### src/rtl/counter_defs.vh
// Shared counter FSM state encodings, reused by the counter family.
`ifndef COUNTER_DEFS_VH
`define COUNTER_DEFS_VH

`define CNT_ST_IDLE 2'd0
`define CNT_ST_RUN  2'd1
`define CNT_ST_DONE 2'd2

`endif

### src/rtl/down_timer_pkg.sv
// down_timer_pkg: shared types for the down_timer block.
//   state_e     - FSM states, encodings taken from counter_defs.vh
//   cnt_op_e    - per-edge command from the FSM to the count core
//   cnt_flags_t - combinational status bus from the count core
`include "counter_defs.vh"

package down_timer_pkg;

    localparam int unsigned STATE_W = 2;
    localparam int unsigned OP_W    = 3;

    typedef enum logic [STATE_W-1:0] {
        ST_IDLE = `CNT_ST_IDLE,
        ST_RUN  = `CNT_ST_RUN,
        ST_DONE = `CNT_ST_DONE
    } state_e;

    typedef enum logic [OP_W-1:0] {
        OP_HOLD   = 3'd0,
        OP_LOAD   = 3'd1,
        OP_DEC    = 3'd2,
        OP_RELOAD = 3'd3,
        OP_CLEAR  = 3'd4
    } cnt_op_e;

    typedef struct packed {
        logic zero;         // q == 0
        logic one;          // q == 1
        logic reload_zero;  // reload_reg == 0
    } cnt_flags_t;

endpackage

### src/rtl/down_cnt_core.sv
// down_cnt_core: datapath of the down timer. Holds the count (q) and the
// reload register, applies one command per falling clk edge and reports
// zero/one detection for the controlling FSM.
// Ports:
//   clk         - clock, state updates on falling edge
//   reset       - asynchronous active-high reset
//   i_op        - command for this edge (hold/load/dec/reload/clear)
//   i_load_val  - value captured into q and reload_reg on OP_LOAD
//   o_q         - registered count
//   o_flags_c   - combinational zero/one/reload-zero flags
module down_cnt_core
    import down_timer_pkg::*;
#(
    parameter int unsigned WIDTH = 4
)
(
    input  logic             clk,
    input  logic             reset,
    input  cnt_op_e          i_op,
    input  logic [WIDTH-1:0] i_load_val,
    output logic [WIDTH-1:0] o_q,
    output cnt_flags_t       o_flags_c
);

    logic [WIDTH-1:0] r_q;
    logic [WIDTH-1:0] r_reload;
    logic [WIDTH-1:0] w_q_dec;

    assign w_q_dec = r_q - WIDTH'(1);

    // Count and reload registers
    always_ff @(negedge clk or posedge reset) begin
        if (reset) begin
            r_q      <= '0;
            r_reload <= '0;
        end else begin
            case (i_op)
                OP_LOAD: begin
                    r_q      <= i_load_val;
                    r_reload <= i_load_val;
                end
                OP_DEC: begin
                    // Floor at zero so the count can never wrap to all-ones
                    if (r_q != '0) begin
                        r_q <= w_q_dec;
                    end
                end
                OP_RELOAD: r_q <= r_reload;
                OP_CLEAR:  r_q <= '0;
                default:   r_q <= r_q;
            endcase
        end
    end

    // Terminal-count detection for the FSM
    always_comb begin
        o_flags_c             = '0;
        o_flags_c.zero        = (r_q == '0);
        o_flags_c.one         = (r_q == WIDTH'(1));
        o_flags_c.reload_zero = (r_reload == '0);
    end

    assign o_q = r_q;

endmodule

### src/rtl/down_timer.sv
// down_timer: loadable down-counter with IDLE/RUN/DONE control, one-shot
// or auto-reload operation and a registered terminal-count pulse.
// All state changes on the falling edge of clk.
// Ports:
//   clk          - clock (falling-edge active)
//   reset        - asynchronous active-high reset
//   load         - parallel load strobe, top priority, returns to IDLE
//   load_val     - value captured on load
//   start        - begin countdown from IDLE/DONE
//   enable       - count enable while running
//   auto_reload  - reload at terminal count (sampled on terminal edge only)
//   q            - current count
//   busy         - high in RUN
//   done         - high in DONE
//   tc           - one-cycle terminal-count pulse
module down_timer
    import down_timer_pkg::*;
#(
    parameter int unsigned WIDTH = 4
)
(
    input  logic             clk,
    input  logic             reset,
    input  logic             load,
    input  logic [WIDTH-1:0] load_val,
    input  logic             start,
    input  logic             enable,
    input  logic             auto_reload,
    output logic [WIDTH-1:0] q,
    output logic             busy,
    output logic             done,
    output logic             tc
);

    state_e           r_state;
    state_e           w_state_nxt;
    cnt_op_e          w_op;
    cnt_flags_t       w_flags;
    logic             w_tc_nxt;
    logic             r_tc;
    logic             r_busy;
    logic             r_done;
    logic [WIDTH-1:0] w_q;

    down_cnt_core #(
        .WIDTH (WIDTH)
    ) u_core (
        .clk        (clk),
        .reset      (reset),
        .i_op       (w_op),
        .i_load_val (load_val),
        .o_q        (w_q),
        .o_flags_c  (w_flags)
    );

    // State register; busy/done are the registered decode of the next state
    always_ff @(negedge clk or posedge reset) begin
        if (reset) begin
            r_state <= ST_IDLE;
            r_tc    <= 1'b0;
            r_busy  <= 1'b0;
            r_done  <= 1'b0;
        end else begin
            r_state <= w_state_nxt;
            r_tc    <= w_tc_nxt;
            r_busy  <= (w_state_nxt == ST_RUN);
            r_done  <= (w_state_nxt == ST_DONE);
        end
    end

    // Next-state, core command and terminal-count decode
    always_comb begin
        w_state_nxt = r_state;
        w_op        = OP_HOLD;
        w_tc_nxt    = 1'b0;

        if (load) begin
            w_op        = OP_LOAD;
            w_state_nxt = ST_IDLE;
        end else begin
            case (r_state)
                ST_IDLE, ST_DONE: begin
                    if (start) begin
                        if (w_flags.zero) begin
                            // Starting from zero is an immediate terminal count
                            w_tc_nxt    = 1'b1;
                            w_state_nxt = ST_DONE;
                        end else begin
                            w_state_nxt = ST_RUN;
                        end
                    end
                end
                ST_RUN: begin
                    if (enable) begin
                        if (w_flags.one) begin
                            w_tc_nxt = 1'b1;
                            if (auto_reload && !w_flags.reload_zero) begin
                                w_op = OP_RELOAD;
                            end else begin
                                w_op        = OP_CLEAR;
                                w_state_nxt = ST_DONE;
                            end
                        end else if (w_flags.zero) begin
                            // Not reachable by construction; leave RUN cleanly
                            w_state_nxt = ST_DONE;
                        end else begin
                            w_op = OP_DEC;
                        end
                    end
                end
                default: begin
                    w_state_nxt = ST_IDLE;
                end
            endcase
        end
    end

    assign q    = w_q;
    assign busy = r_busy;
    assign done = r_done;
    assign tc   = r_tc;

endmodule

### config.mk
export PLATFORM = sky130hd
export DESIGN_NAME = down_timer
export DESIGN_NICKNAME = d
export VERILOG_FILES = /design/src/rtl/down_timer_pkg.sv /design/src/rtl/down_cnt_core.sv /design/src/rtl/down_timer.sv
export VERILOG_INCLUDE_DIRS = /design/src /design/src/rtl
export SDC_FILE = /design/constraint.sdc
export NUM_CORES = 1
export LEC_CHECK = 0
export ABC_AREA = 1
export CORE_ASPECT_RATIO = 2
export CORE_MARGIN = 4
export CORE_UTILIZATION = 30
export CTS_BUF_LIST = sky130_fd_sc_hd__clkbuf_4 sky130_fd_sc_hd__clkbuf_8
export DETAILED_ROUTE_END_ITERATION = 10
export PLACE_DENSITY = 0.63
export REMOVE_ABC_BUFFERS = 1
export SLEW_MARGIN = 30
export SYNTH_ARGS = -nofsm -noshare
export SYNTH_HDL_FRONTEND = slang
export SYNTH_HIERARCHICAL = 1
export SYNTH_SLANG_ARGS = --single-unit
### constraint.sdc
create_clock -name clk -period 2 [get_ports clk]
set_input_delay 0.2 -clock clk [delete_from_list [all_inputs] [get_ports clk]]
set_output_delay 0.2 -clock clk [all_outputs]
set_load 0.02 [all_outputs]
# --- After elaboration in Yosys (flattened, before gate mapping) ---
# Cells that the tools add are included.
totals:
  output_inout_bits: 7
  word_cells: 48
  input_bits: 10
  reg_bits: 13
op_classes:
  n_mux: 22
  eq_ne: 10
  reduce_logical: 9
  add_sub_neg: 1
op_table:
  columns: ["op", "count"]
  rows:
  - ["2-bit 2-to-1 mux", 8]
  - ["4-bit one-hot mux with 4 select lines", 1]
  - ["3-bit 2-to-1 mux", 5]
  - ["4-bit logical NOT", 2]
  - ["4-bit nonzero test", 2]
  - ["3-bit by 2-bit == test with 1-bit output (second input constant)", 2]
  - ["1-bit 2-to-1 mux", 5]
  - ["2-bit by 1-bit == test with 1-bit output (second input constant)", 2]
  - ["2-bit == test (second input constant)", 2]
  - ["4-bit by 1-bit == test with 1-bit output (second input constant)", 1]
  - ["4-bit 2-to-1 mux", 1]
  - ["2-bit one-hot mux with 2 select lines", 1]
  - ["4-bit by 1-bit subtractor with 4-bit output (second input constant)", 1]
  - ["3-bit by 1-bit == test with 1-bit output (second input constant)", 1]
  - ["3-bit == test (second input constant)", 1]
  - ["2-bit logical NOT", 1]
  - ["2-bit by 1-bit inequality test with 1-bit output (second input constant)", 1]
  - ["1-bit one-hot mux with 2 select lines", 1]
  - ["2-bit AND reduction", 1]
  - ["2-bit OR reduction", 1]
  - ["1-bit logical AND", 1]
  - ["1-bit logical NOT", 1]

# --- Logic depth before layout (Yosys ltp) ---
depth:
  ltp_word: 11
  depth_mapped: 15
  mapped_depth_nobuf: 15

# --- Hierarchy ---
# The synthesis kept the hierarchy.
modules_own_cells:
  columns: ["module", "seq_area_each_um2", "cells_each", "area_per_inst_um2", "n_inst"]
  rows:
  - ["down_cnt_core", 200.2, 82, 566.8, 1]
  - ["down_timer", 125.1, 37, 285.3, 1]

==> results.py <==
metrics = {
    "route": {
        "ant_nets": 0,
        "firstDrtPassIters": 4,
        "dr.first_iter.drc_count": 26,
        "routed_wl_mm": 2.61,
        "vias": 925,
        "vias_per_cell": 4.79,
        "post-route-drc-count": 0,
        "wl_per_cell_um": 13.5,
    },
    "run_status": {
        "status": "complete, but fails checks",
        "failed_checks": "negative setup slack",
    },
    "logic_synthesis": {
        "synth.avg_cell_area_um2": 7.16,
        "synth-seq-area-share": 0.382,
        "synthDistinctLibCells": 18,
        "synthTopCellsByArea": "dfrtn_1 38%, nand2_1 15%, inv_1 7.0%, nand2_2 5.1%, a21oi_1 4.7%",
        "yosys_warnings": 6,
        "netlist_instances": 119,
        "synth_top_area_share": 0.382,
        "mappedNetlistArea_um2": 852,
        "synth_largest_area_cell": "dfrtn_1",
        "synth_seq_cells": 13,
    },
    "clocking": {
        "holdBufCountCts": 0,
        "cts_buffers": 3,
        "cts_htree_levels": 1,
        "numClockSinks": 13,
        "cts_buffer_depth": 2,
        "cts_tree": "done",
        "insertion_delay_ns": 0.27,
        "clk_pin_slew_worst_paths_ns": 0.04,
        "cts-root-buf": "clkbuf_8",
    },
    "worst_setup_path": {
        "end_kind": "register",
        "crit_top_cell": "nand2_4",
        "crit_fanout": 5,
        "arrival_ns": 1.29,
        "worstPathCellList": "buf_8, inv_4, nor2_4, nand2_4, a21oi_4, buf_6, nand3_4, inv_4, nand2_4, nand2_4, inv_2, nand2_2, nand2_1",
        "path_class": "in2reg",
        "slowest_delay_ns": 0.15,
        "cp_top_family": "simple AND/OR/NAND/NOR gates",
        "cp.required_ns": 1.11,
        "critical_path_buf_inv_count": 5,
        "startpoint_type": "input pin",
        "cpMaxStageDelayCell": "nor2_4",
    },
    "pwr": {
        "ir_drop_mv": 0.370,
        "leakagePower_nw": 0.736,
        "p_per_area_nw_per_um2": 670,
    },
    "sta": {
        "slew_headroom": 0.766,
        "hold_viol": 0,
        "drv_slew": 0,
        "setup_viol": 11,
        "skew_ns": 0.00574,
        "hold_slack_ns": 0.476,
        "rsz0062_at_grt": "yes",
        "tightest_slew_ns": 0.351,
        "worst_slack_ns": -0.178,
    },
    "floorplan": {
        "io_pins": 17,
        "core.rowCount": 27,
        "initial_utilization": 0.311,
        "core-area_um2": 2740,
        "fp.dieH_um": 83.4,
        "dieArea_um2": 3810,
        "die_w_um": 45.7,
    },
    "cells_and_area": {
        "postLayoutCoreUtil": 0.513,
        "drive_above_1_share": 0.463,
        "area_growth_pct": 64.9,
        "n_antenna_cell": 0,
        "final_nets": 177,
    },
    "placement": {
        "place_congestion": 0.811,
        "portBuffers": 16,
        "hpwl_mm": 1.99,
    },
    "grt": {
        "grt_pass1_vias": 1001,
        "track_usage": 0.157,
        "grt_pass1_wl_mm": 4.26,
        "antenna_found_initial": 0,
        "grt.overflow.total": 0,
        "grt_max_degree": 9,
    },
    "min_path": {
        "hold_class": "reg2reg",
    },
    "flow_run": {
        "max_cap_violations": 0,
    },
}
## layer usage
| layer | wire, µm | GRT usage | up-vias |
|---|---|---|---|
| met1 | 750 | 0.121 | 439 |
| met4 | 87 | 0.0800 | 0 |
| met3 | 71 | 0.0195 | 8 |
| li1 | - | - | 461 |
| met2 | 1700 | 0.320 | 17 |
| met5 | 0 | 0 | - |
## cell usage in the layout (no fill, tap or decap)
cell type        instances
nand2_1                 28
buf_4                   23
inv_1                   14
dfrtn_1                 13
nand2_2                  8
buf_6                    8
a21oi_1                  7
nand2_4                  7
nor2_1                   7
clkdlybuf4s50_1          6
nand3_2                  5
nand3_1                  5
inv_2                    5
clkbuf_8                 3
buf_2                    3
inv_4                    2
nor2_4                   2
inv_6                    2
nand3_4                  2
o21ai_1                  2
ha_1                     2
a21oi_4                  1
o21ai_0                  1
o21ai_4                  1
clkbuf_4                 1
buf_8                    1
xor2_1                   1
nor3b_2                  1
nor4_1                   1
nand4_1                  1
nor2_2                   1
## final timing paths
check                                        start            endpoint  slack, ns  depth (start not counted)
worst max-delay path                        enable       u_core/o_q[1]      -0.18                         13
worst min-delay path            u_core/r_reload[0]  u_core/r_reload[0]       0.48                          2
worst max register to register       u_core/o_q[1]       u_core/o_q[1]      -0.07                         16
worst min register to register  u_core/r_reload[0]  u_core/r_reload[0]       0.48                          2
max in group asynchronous                    reset       u_core/o_q[0]       0.59                          2
min in group asynchronous                    reset                done       1.05                          2
## tightest hold or removal path, cell delays in order, from the launching register on
cell,delay (ns)
dfrtn_1,0.44
nand2_1,0.06
nand2_1,0.05
## cell usage after synthesis
library cell	instances
nand2_1	33
ha_1	2
inv_2	7
nand2_2	7
nor2_1	9
o21ai_0	3
o21ai_1	1
a21oi_1	8
nor3b_1	1
nor4_1	1
nand4_1	1
dfrtn_1	13
nand2_4	3
xor2_1	1
nand3_2	4
nand3_1	8
inv_1	16
nor2_4	1
## metrics by stage
stage	setup slack, ns	setup TNS, ns	std cells	instance area, µm²	power, mW
2_1_floorplan	-0.341	-2.15	119	852	0.479
3_3_place_gp	-0.914	-8.94	183	1190	0.633
3_5_place_dp	-0.950	-9.46	183	1190	0.640
4_1_cts	-0.159	-0.903	192	1370	0.930
5_1_grt	-0.239	-1.72	193	1410	0.997
6_report	-0.178	-1.12	193	1410	0.941
## power breakdown
part / internal (mW) / switching [mW] / total (mW)
logic: 0.170 / 0.194 / 0.364
registers: 0.300 / 0.0218 / 0.322
clock network: 0.155 / 0.102 / 0.256
total: 0.624 / 0.317 / 0.941
## flip-flops by register name, indices dropped and copies added, names as in the netlist
name	cells
busy	1
done	1
r_state	2
tc	1
u_core/o_q	4
u_core/r_reload	4
## cell families after synthesis
group,share of synthesized area
and+or+nand+nor,0.407
buffers and inverters,0.101
AOI/OAI and AO/OA,0.0705
xor gates and xnor gates,0.0103
DFF,0.382
adders and majority gates,0.0294
## layout make-up
cell class              count  area (µm²)
clock buffers               4        48.8
flip-flops and latches     13         325
multi-input cells          83         541
fillers                   270        1330
repair buffers             41         353
well taps                  29        36.3
inverters                  23         101
## what timing repair did
action / CTS / global route
pin swaps: 17 / 14
setup endpoints to repair: 16 / 14
setup buffers: 5 / 1
resized for setup: 78 / 10
No activity file was read; power rests on OpenSTA's default activity.
